**src/rtl/if_id_pipe_reg.sv**
```systemverilog
// rtl/if_id_pipe_reg.sv - IF->ID pipeline register with valid/ready, flush, fault tag and stall counter.
// Optional 2-entry skid buffer (registered in_ready) enabled by defining SKID_EN.
module if_id_pipe_reg #(
   parameter int                INST_W   = 32,
   parameter int                PC_W     = 32,
   parameter logic [INST_W-1:0] NOP_INST = 32'h0000_0000,
   parameter int                CNT_W    = 16
) (
   input  logic              clk,
   input  logic              reset,
   input  logic              in_valid,
   output logic              in_ready,
   input  logic [INST_W-1:0] in_inst,
   input  logic [PC_W-1:0]   in_pc4,
   input  logic              in_exc,
   input  logic              flush,
   output logic              out_valid,
   input  logic              out_ready,
   output logic [INST_W-1:0] out_inst,
   output logic [PC_W-1:0]   out_pc4,
   output logic              out_exc,
   output logic [5:0]        op,
   output logic [4:0]        rs,
   output logic [4:0]        rt,
   output logic [4:0]        rd,
   output logic [4:0]        shamt,
   output logic [5:0]        func,
   output logic [15:0]       imm,
   output logic [25:0]       adr,
   output logic [CNT_W-1:0]  stall_cnt
);

   logic              main_valid;
   logic [INST_W-1:0] main_inst;
   logic [PC_W-1:0]   main_pc4;
   logic              main_exc;
   logic              in_xfer;
   logic              out_xfer;

   assign in_xfer  = in_valid & in_ready;
   assign out_xfer = main_valid & out_ready;

`ifdef SKID_EN
   logic              skid_valid;
   logic [INST_W-1:0] skid_inst;
   logic [PC_W-1:0]   skid_pc4;
   logic              skid_exc;
   logic              in_ready_q;

   // in_ready_q always tracks ~skid_valid, so it never depends on out_ready.
   assign in_ready = in_ready_q;

   always_ff @(posedge clk or posedge reset) begin
      if (reset) begin
         main_valid <= 1'b0;
         main_inst  <= NOP_INST;
         main_pc4   <= '0;
         main_exc   <= 1'b0;
         skid_valid <= 1'b0;
         skid_inst  <= NOP_INST;
         skid_pc4   <= '0;
         skid_exc   <= 1'b0;
         in_ready_q <= 1'b1;
      end else if (flush) begin
         main_valid <= 1'b0;
         skid_valid <= 1'b0;
         in_ready_q <= 1'b1;
      end else if (out_xfer || !main_valid) begin
         if (skid_valid) begin
            main_valid <= 1'b1;
            main_inst  <= skid_inst;
            main_pc4   <= skid_pc4;
            main_exc   <= skid_exc;
            skid_valid <= 1'b0;
            in_ready_q <= 1'b1;
         end else if (in_xfer) begin
            main_valid <= 1'b1;
            main_inst  <= in_inst;
            main_pc4   <= in_pc4;
            main_exc   <= in_exc;
         end else begin
            main_valid <= 1'b0;
         end
      end else if (in_xfer) begin
         skid_valid <= 1'b1;
         skid_inst  <= in_inst;
         skid_pc4   <= in_pc4;
         skid_exc   <= in_exc;
         in_ready_q <= 1'b0;
      end
   end
`else
   assign in_ready = ~main_valid | out_ready;

   always_ff @(posedge clk or posedge reset) begin
      if (reset) begin
         main_valid <= 1'b0;
         main_inst  <= NOP_INST;
         main_pc4   <= '0;
         main_exc   <= 1'b0;
      end else if (flush) begin
         main_valid <= 1'b0;
      end else if (in_xfer) begin
         main_valid <= 1'b1;
         main_inst  <= in_inst;
         main_pc4   <= in_pc4;
         main_exc   <= in_exc;
      end else if (out_xfer) begin
         main_valid <= 1'b0;
      end
   end
`endif

   // Saturating; flush deliberately leaves it alone.
   always_ff @(posedge clk or posedge reset) begin
      if (reset) begin
         stall_cnt <= '0;
      end else if (main_valid && !out_ready && !(&stall_cnt)) begin
         stall_cnt <= stall_cnt + 1'b1;
      end
   end

   assign out_valid = main_valid;
   assign out_inst  = main_valid ? main_inst : NOP_INST;
   assign out_pc4   = main_pc4;
   assign out_exc   = main_valid & main_exc;

   assign op    = out_inst[31:26];
   assign rs    = out_inst[25:21];
   assign rt    = out_inst[20:16];
   assign rd    = out_inst[15:11];
   assign shamt = out_inst[10:6];
   assign func  = out_inst[5:0];
   assign imm   = out_inst[15:0];
   assign adr   = out_inst[25:0];

endmodule
```
**config.mk**
```make
export PLATFORM = sky130hd
export DESIGN_NAME = if_id_pipe_reg
export DESIGN_NICKNAME = d
export VERILOG_FILES = /design/src/rtl/if_id_pipe_reg.sv
export SDC_FILE = /design/constraint.sdc
export NUM_CORES = 1
export LEC_CHECK = 0
export CAP_MARGIN = 10
export CORE_ASPECT_RATIO = 1.5
export CORE_UTILIZATION = 51
export DETAILED_ROUTE_END_ITERATION = 16
export DONT_BUFFER_PORTS = 1
export GPL_ROUTABILITY_DRIVEN = 0
export GPL_TIMING_DRIVEN = 1
export PLACE_DENSITY = 0.66
export SLEW_MARGIN = 20
export SYNTH_ARGS = -nofsm -noshare
export SYNTH_HDL_FRONTEND = slang
export SYNTH_SLANG_ARGS = --single-unit
```
**constraint.sdc**
```tcl
create_clock -name clk -period 4.96 [get_ports clk]
set_input_delay 1.24 -clock clk [delete_from_list [all_inputs] [get_ports clk]]
set_output_delay 1.24 -clock clk [all_outputs]
set_load 0.02 [all_outputs]
```
; Word-level counts from Yosys, hierarchy flattened
; Index checks and enable logic that the tools add are counted.
[word_totals]
regBits = 82
out_inout_bits = 157
wordCells = 23
[classes]
n_addsub = 1
mux = 4
bitwise_logic = 6
reduce_logical = 7
[ops]
columns = operator, count
row1 = 2-to-1 mux 32 bit, 1
row2 = "adder 16 x 1 -> 16 bit, second input constant", 1
row3 = AND reduction 16 bit, 1
row4 = bitwise AND 1 bit, 3
row5 = 2-to-1 mux 1 bit, 3
row6 = nonzero test 3 bit, 1
row7 = logical AND 1 bit, 2
row8 = logical NOT 1 bit, 2
row9 = inverter 1 bit, 2
row10 = AND reduction 2 bit, 1
row11 = OR 1 bit, 1

; Longest topological paths before layout
; Gate-level depths: netlist of the first run.
[logic_depth]
ltp_word = 5
mapped_depth = 5
mapped_depth_nobuf = 5

; Least setup slack after synthesis of the first run
; OpenSTA, ideal clock, no wires.
[synth_path]
path_type = in2out
startpoint = input port out_ready
endpoint = output port in_ready
t_arrival_ns = 1.575
setup_slack_ns = 2.145
cell_stages = 2
path_cell_list = and2b_4 inv_2
[synth_via]
elab_chain_len = 1
[synth_lines]
columns = item, line_no
row1 = from (decl), 18  ; input logic out_ready,
row2 = OR 1 bit, 93  ; assign in_ready = ~main_valid | out_ready;
row3 = to (decl), 12  ; output logic in_ready,
; No other way between the ends.

; Worst setup path in the final report of the first run
[layout_path]
startpoint = register main_valid (netlist: out_valid)
endpoint = output port adr[13]
[layout_via]
elab_chain_len = 1
[layout_lines]
columns = item, line_no
row1 = from (decl), 33  ; logic main_valid;
row2 = from (signal assigned), 97  ; main_valid <= 1'b0;
row3 = from (signal assigned), 102  ; main_valid <= 1'b0;
row4 = from (signal assigned), 104  ; main_valid <= 1'b1;
row5 = 2-to-1 mux 32 bit, 124  ; assign out_inst = main_valid ? main_inst : NOP_INST;
row6 = to (decl), 29  ; output logic [25:0] adr,
; No other way between the ends.

==> results of run 1 <==
-- through the flow --
step / setup WS [ns] / instance area (um^2)
floorplan: 1.61 / 4010
global placement: 1.99 / 3550
detailed placement: 1.95 / 3550
CTS: 1.60 / 3910
global route: 1.40 / 3910
finish: 1.62 / 3910
-- how the worst max path moves through the flow --
stage / from / end / slack (ns) / cells past startpoint
5_1_grt: out_valid / adr[13] / 1.40 / 1
3_5_place_dp: out_valid / adr[13] / 1.95 / 1
3_3_place_gp: out_valid / adr[13] / 1.99 / 1
2_1_floorplan: reset / main_exc / 1.61 / 1
4_1_cts: out_valid / adr[13] / 1.60 / 1
6_report: out_valid / adr[13] / 1.62 / 1
-- report_power, final --
group          internal (mW)  switching (mW)
logic                  0.108           0.176
registers              0.778           0.166
clock network          0.539           0.242
-- metal layers --
metal	track usage, %	share of wire [%]	vias up
met5	0	0	-
li1	-	-	855
met2	29.4	56	112
met3	4.00	6.3	14
met4	11.2	2.7	0
met1	16.4	35	951
-- registers in the layout (all words and copies together) (netlist names) --
signal     cells
stall_cnt     16
main_exc       1
out_valid      1
out_pc4       32
main_inst     32
-- cells in the mapped netlist, types with 2 or more instances --
cell type and n:
nand2_1 3, nor2_1 4, a21oi_1 2, nor4_1 2, nor3_1 6, nand3_1 4
buf_2 2, xor2_1 12, clkbuf_1 3, and2_1 33, mux2_2 66, a31oi_1 2
buf_4 79, nand4_1 4, dfrtp_1 82, nor3b_1 2
-- cell families after synthesis --
kind of cell | synth area share, %
buffers and inverters | 15.5
DFF | 51.1
and+or+nand+nor | 11.0
muxes | 18.9
xor gates and xnor gates | 2.62
AOI/OAI and AO/OA | 0.561
adders and majority gates | 0.312
-- cell type report --
| cell class | count | area share (%) |
|---|---|---|
| well taps | 102 | 3.27 |
| clock buffers | 10 | 5.86 |
| repair buffers | 2 | 0.384 |
| inverters | 2 | 0.224 |
| flip-flops and latches | 82 | 52.5 |
| multi-input cells | 152 | 34.4 |
| clock inverters | 5 | 3.27 |
==> run metrics, run 1 <==
status completed; Die Wd 74.4 um; pin count of the biggest net entering global routing 66; fin util 51.3%; Iteration-0 DRC Markers 43; register area 2050 um^2; unrepaired setup endpoints after global routing no; synthesized cell area 4010 um^2; highest-delay cell along the critical path dfrtp_1; Ports 227; clk sinks 82; reg-to-reg critical path startpoint out_valid; P&R area growth vs syn -2.71%; peak supply drop 0.245 mV; cells along the critical path and2_1; Netlist cell types 30; IO Port Bufs 0; GRT Total Usage 16.7%; most common cell after layout, fill and taps aside dfrtp_1; root buf cell clkbuf_16; Multi-input gate area 1350 um^2; fillers 671; CP required 3.72 ns; Routed Antenna Nets 0; CTS tree done; Yosys warnings 0; final std cells w/o fill 355; actual slew at the worst max-slew pin 0.963 ns; DP Wirelength 4800 um; Hold WC Path Type flop to flop; WL/cell 18.4 um; initial core utilization 52.7%; Critical path buffers and inverters 0; post-CTS setup buffers 0; diode count 0; # Max-Cap Violations 0; Synth Flop Type dfrtp_1; die height 111 um; Max clock buf depth 2; fmax 300 MHz; endpoint class of the critical path primary output; # hold bufs at CTS 0; CP top delay family flip-flops; full die area 8240 um^2; syn avg cell area 12.5 um^2; WHS Endpoint main_inst[8]; relative slew slack 35.8%; Power Density 514 nW/um^2; Worst-Skew Late Latency 0.33 ns; register area share after synthesis 51.1%; commonest non-fill, non-tap cells in the layout dfrtp_1, mux2_2, and2_1, xor2_1, clkbuf_16; P_leak 1.71 nW; nets 320; critical path launch point type flop; Routed WL 6540 um; critical path type flop to primary output; EDFF count, synth 0; share of cells above drive strength 1 36.4%; Tcrit/Tclk final 67.3%; routed vias/inst 5.44; vias in the first global route 2105; Power, Total 2.01 mW; number of antenna violations at the first check in global routing 0; Vias 1932; Reg clk slew, reported paths 0.05 ns; fin. max-slew vios 0; capture point of the worst reg-to-reg path out_pc4[8]; Hold Startpoint main_inst[8]; clock skew 0.00807 ns; hold depth 1; FF+latch count, synth 82; final hold vios 0; drt drc 0; Rows 39; Largest stage delay, worst path 0.97 ns; H-tree depth 3; Worst R2R Path Depth 4; area share of the largest cell type after synthesis 51.1%; TritonCTS buffer count 9; CP max FO 35; area leader, netlist dfrtp_1; post_cts resized 0; final setup fails 0; Total Neg Setup Slack 0 ns; FFs w/ async S/R, synth 100%; total grt overflow 0; Synth Instances 320; first-pass GRT wire length 10200 um; Core Box Area 7610 um^2; TritonRoute pass-1 iters 4; WP data arrival 2.10 ns; syn_nets 391; synth top area cells dfrtp_1, mux2_2, buf_4; flop-to-flop setup slack 2.44 ns; placed cells 340; hold_ws 0.496 ns; Final min period 3.34 ns
Power figures use the tool's default switching activity.
==> inputs of run 2 (changes only) <==
--- a/config.mk
+++ b/config.mk
@@ -5,6 +5,7 @@
 export SDC_FILE = /design/constraint.sdc
 export NUM_CORES = 1
 export LEC_CHECK = 0
+export ABC_AREA = 1
 export CAP_MARGIN = 10
 export CORE_ASPECT_RATIO = 1.5
 export CORE_UTILIZATION = 51
==> constraint.sdc (replaced) <==
create_clock -name clk -period 3.35 [get_ports clk]
set_input_delay 0.8375 -clock clk [delete_from_list [all_inputs] [get_ports clk]]
set_output_delay 0.8375 -clock clk [all_outputs]
set_load 0.02 [all_outputs]
==> run metrics, run 2 <==
Hold WC Path Type primary input to async pin; unrepaired setup endpoints after global routing no; # hold bufs at CTS 0; actual slew at the worst max-slew pin 0.558 ns; Total Neg Setup Slack 0 ns; FF+latch count, synth 82; reg-to-reg critical path startpoint out_valid; TritonRoute pass-1 iters 5; die height 119 um; met3 GRT Util 5.71%; DP Worst Slack 0.943 ns; syn avg cell area 10.3 um^2; Max clock buf depth 2; Power Density 627 nW/um^2; total grt overflow 0; Tcrit/Tclk final 74.9%; P_leak 2.45 nW; most common cell after layout, fill and taps aside nand2_1; Vias 2584; Reg clk slew, reported paths 0.06 ns; WP data arrival 1.67 ns; root buf cell clkbuf_16; post-synthesis compound-gate area fraction 0.325%; share of cells above drive strength 1 28.7%; Netlist cell types 27; post_cts resized 0; Power, Total 2.84 mW; synthesized cell area 4620 um^2; vias in the first global route 2762; peak supply drop 0.407 mV; fin. max-slew vios 0; synth top area cells dfrtp_1, mux2_4, buf_4; drt drc 0; final setup fails 0; P&R area growth vs syn -2.19%; register area share after synthesis 44.4%; grt peak-use layer met2; Routed WL 8690 um; proportion of synthesized area in mux cells 19.9%; relative slew slack 62.8%; endpoint class of the critical path primary output; commonest non-fill, non-tap cells in the layout nand2_1, dfrtp_1, inv_1, mux2_4; pin count of the biggest net entering global routing 83; Rows 42; Final WS setup 0.839 ns; # Max-Cap Violations 0; final hold vios 0; DP Wirelength 6240 um; capture point of the worst reg-to-reg path main_inst[21]; Final min period 2.51 ns; fmax 398 MHz; CTS tree done; flop-to-flop setup slack 1.18 ns; Core Box Area 8830 um^2; area share of the largest cell type after synthesis 44.4%; Worst R2R Path Depth 5; syn_nets 518; initial core utilization 52.4%; nets 463; Finished Cell Area 4520 um^2; Post-Synth XOR/XNOR Area 0.758%; GRT Total Usage 19.2%; Routed Antenna Nets 0; H-tree depth 3; WL/cell 17.1 um; combinational family with the most area after synthesis multiplexers; Synth Flop Type dfrtp_1; TritonCTS buffer count 9; CP max FO 27; full die area 9460 um^2; CP required 2.51 ns; diode count 0; critical path launch point type flop; Iteration-0 DRC Markers 65; Yosys warnings 0; Worst-Skew Late Latency 0.33 ns; Synth Area in Adders 0.271%; IO Port Bufs 0; clk sinks 82; Cell Area, Placed 4240 um^2; EDFF count, synth 0; area leader, netlist dfrtp_1; number of antenna violations at the first check in global routing 0; status completed; post-CTS setup buffers 0; Ports 227; Die Wd 79.7 um; GR Layer Usage met1 20.0%; M2 GR Usage 32.9%; first-pass GRT wire length 13600 um; cell with the most instances after synthesis nand2_1; FFs w/ async S/R, synth 100%; simple-gate share of the synthesized area 14.6%; routed vias/inst 5.10; critical path type flop to primary output; Synth Instances 447; clock skew 0.00553 ns; top cells by count, synth nand2_1, dfrtp_1, buf_4
run 2: cell types whose count changed after synthesis, sizes merged, moves of 3 or more:
| cell | delta |
|---|---|
| and2 | -33 |
| inv | +52 |
| nand2 | +107 |
| nand3 | +5 |
| nand4 | +3 |
| nor2 | +17 |
| nor3 | -5 |
| nor4 | -3 |
| xor2 | -10 |
run 2: cell type report:
class                   instances  area, um^2
inverters                      54         204
fillers                       781        4310
well taps                     110         138
flip-flops and latches         82        2050
repair buffers                 20         188
clock inverters                 7        56.3
clock buffers                   9         225
multi-input cells             225        1660
run 2: metrics by stage:
step,hold WS (ns),utilization (%),instances
2_1_floorplan,0.480,-,447
3_3_place_gp,0.488,48.0,491
3_5_place_dp,0.492,48.0,491
4_1_cts,0.484,51.2,507
5_1_grt,0.506,51.2,507
6_report,0.453,51.2,507
run 2: critical path: stages, from the launching register on:
cell     delay [ns]
dfrtp_1        0.56
buf_12         0.25
nand2_1        0.07
inv_1          0.17
buf_4          0.27
run 2: cells by family (layout without fill, tap and decap cells):
kind of cell	count (synthesis)	after routing
xor gates and xnor gates	4	4
AOI/OAI and AO/OA	3	3
muxes	65	65
and+or+nand+nor	152	152
buffers and inverters	140	90
DFF	82	82
adders and majority gates	1	1
run 2: worst max-delay path by stage:
| stage | from | end | slack, ns | depth (start not counted) |
|---|---|---|---|---|
| detailed placement | out_ready | main_inst[21] | 0.94 | 5 |
| finish | out_valid | out_inst[7] | 0.84 | 4 |
| global route | out_valid | adr[7] | 0.76 | 4 |
| CTS | out_valid | out_inst[7] | 0.81 | 4 |
| global placement | out_ready | main_inst[25] | 1.01 | 5 |
| floorplan | reset | main_exc | 0.40 | 1 |
run 2: power breakdown:
group	switching [mW]	internal [mW]	leakage [nW]
registers	0.235	1.14	0.996
logic	0.297	0.233	1.32
clock network	0.416	0.512	0.137
total	0.949	1.89	2.45
run 2: routing by layer:
metal	up-vias	wire length, um
li1	1206	-
met1	1220	3210
met2	139	4570
met3	19	650
met4	0	267
met5	-	0
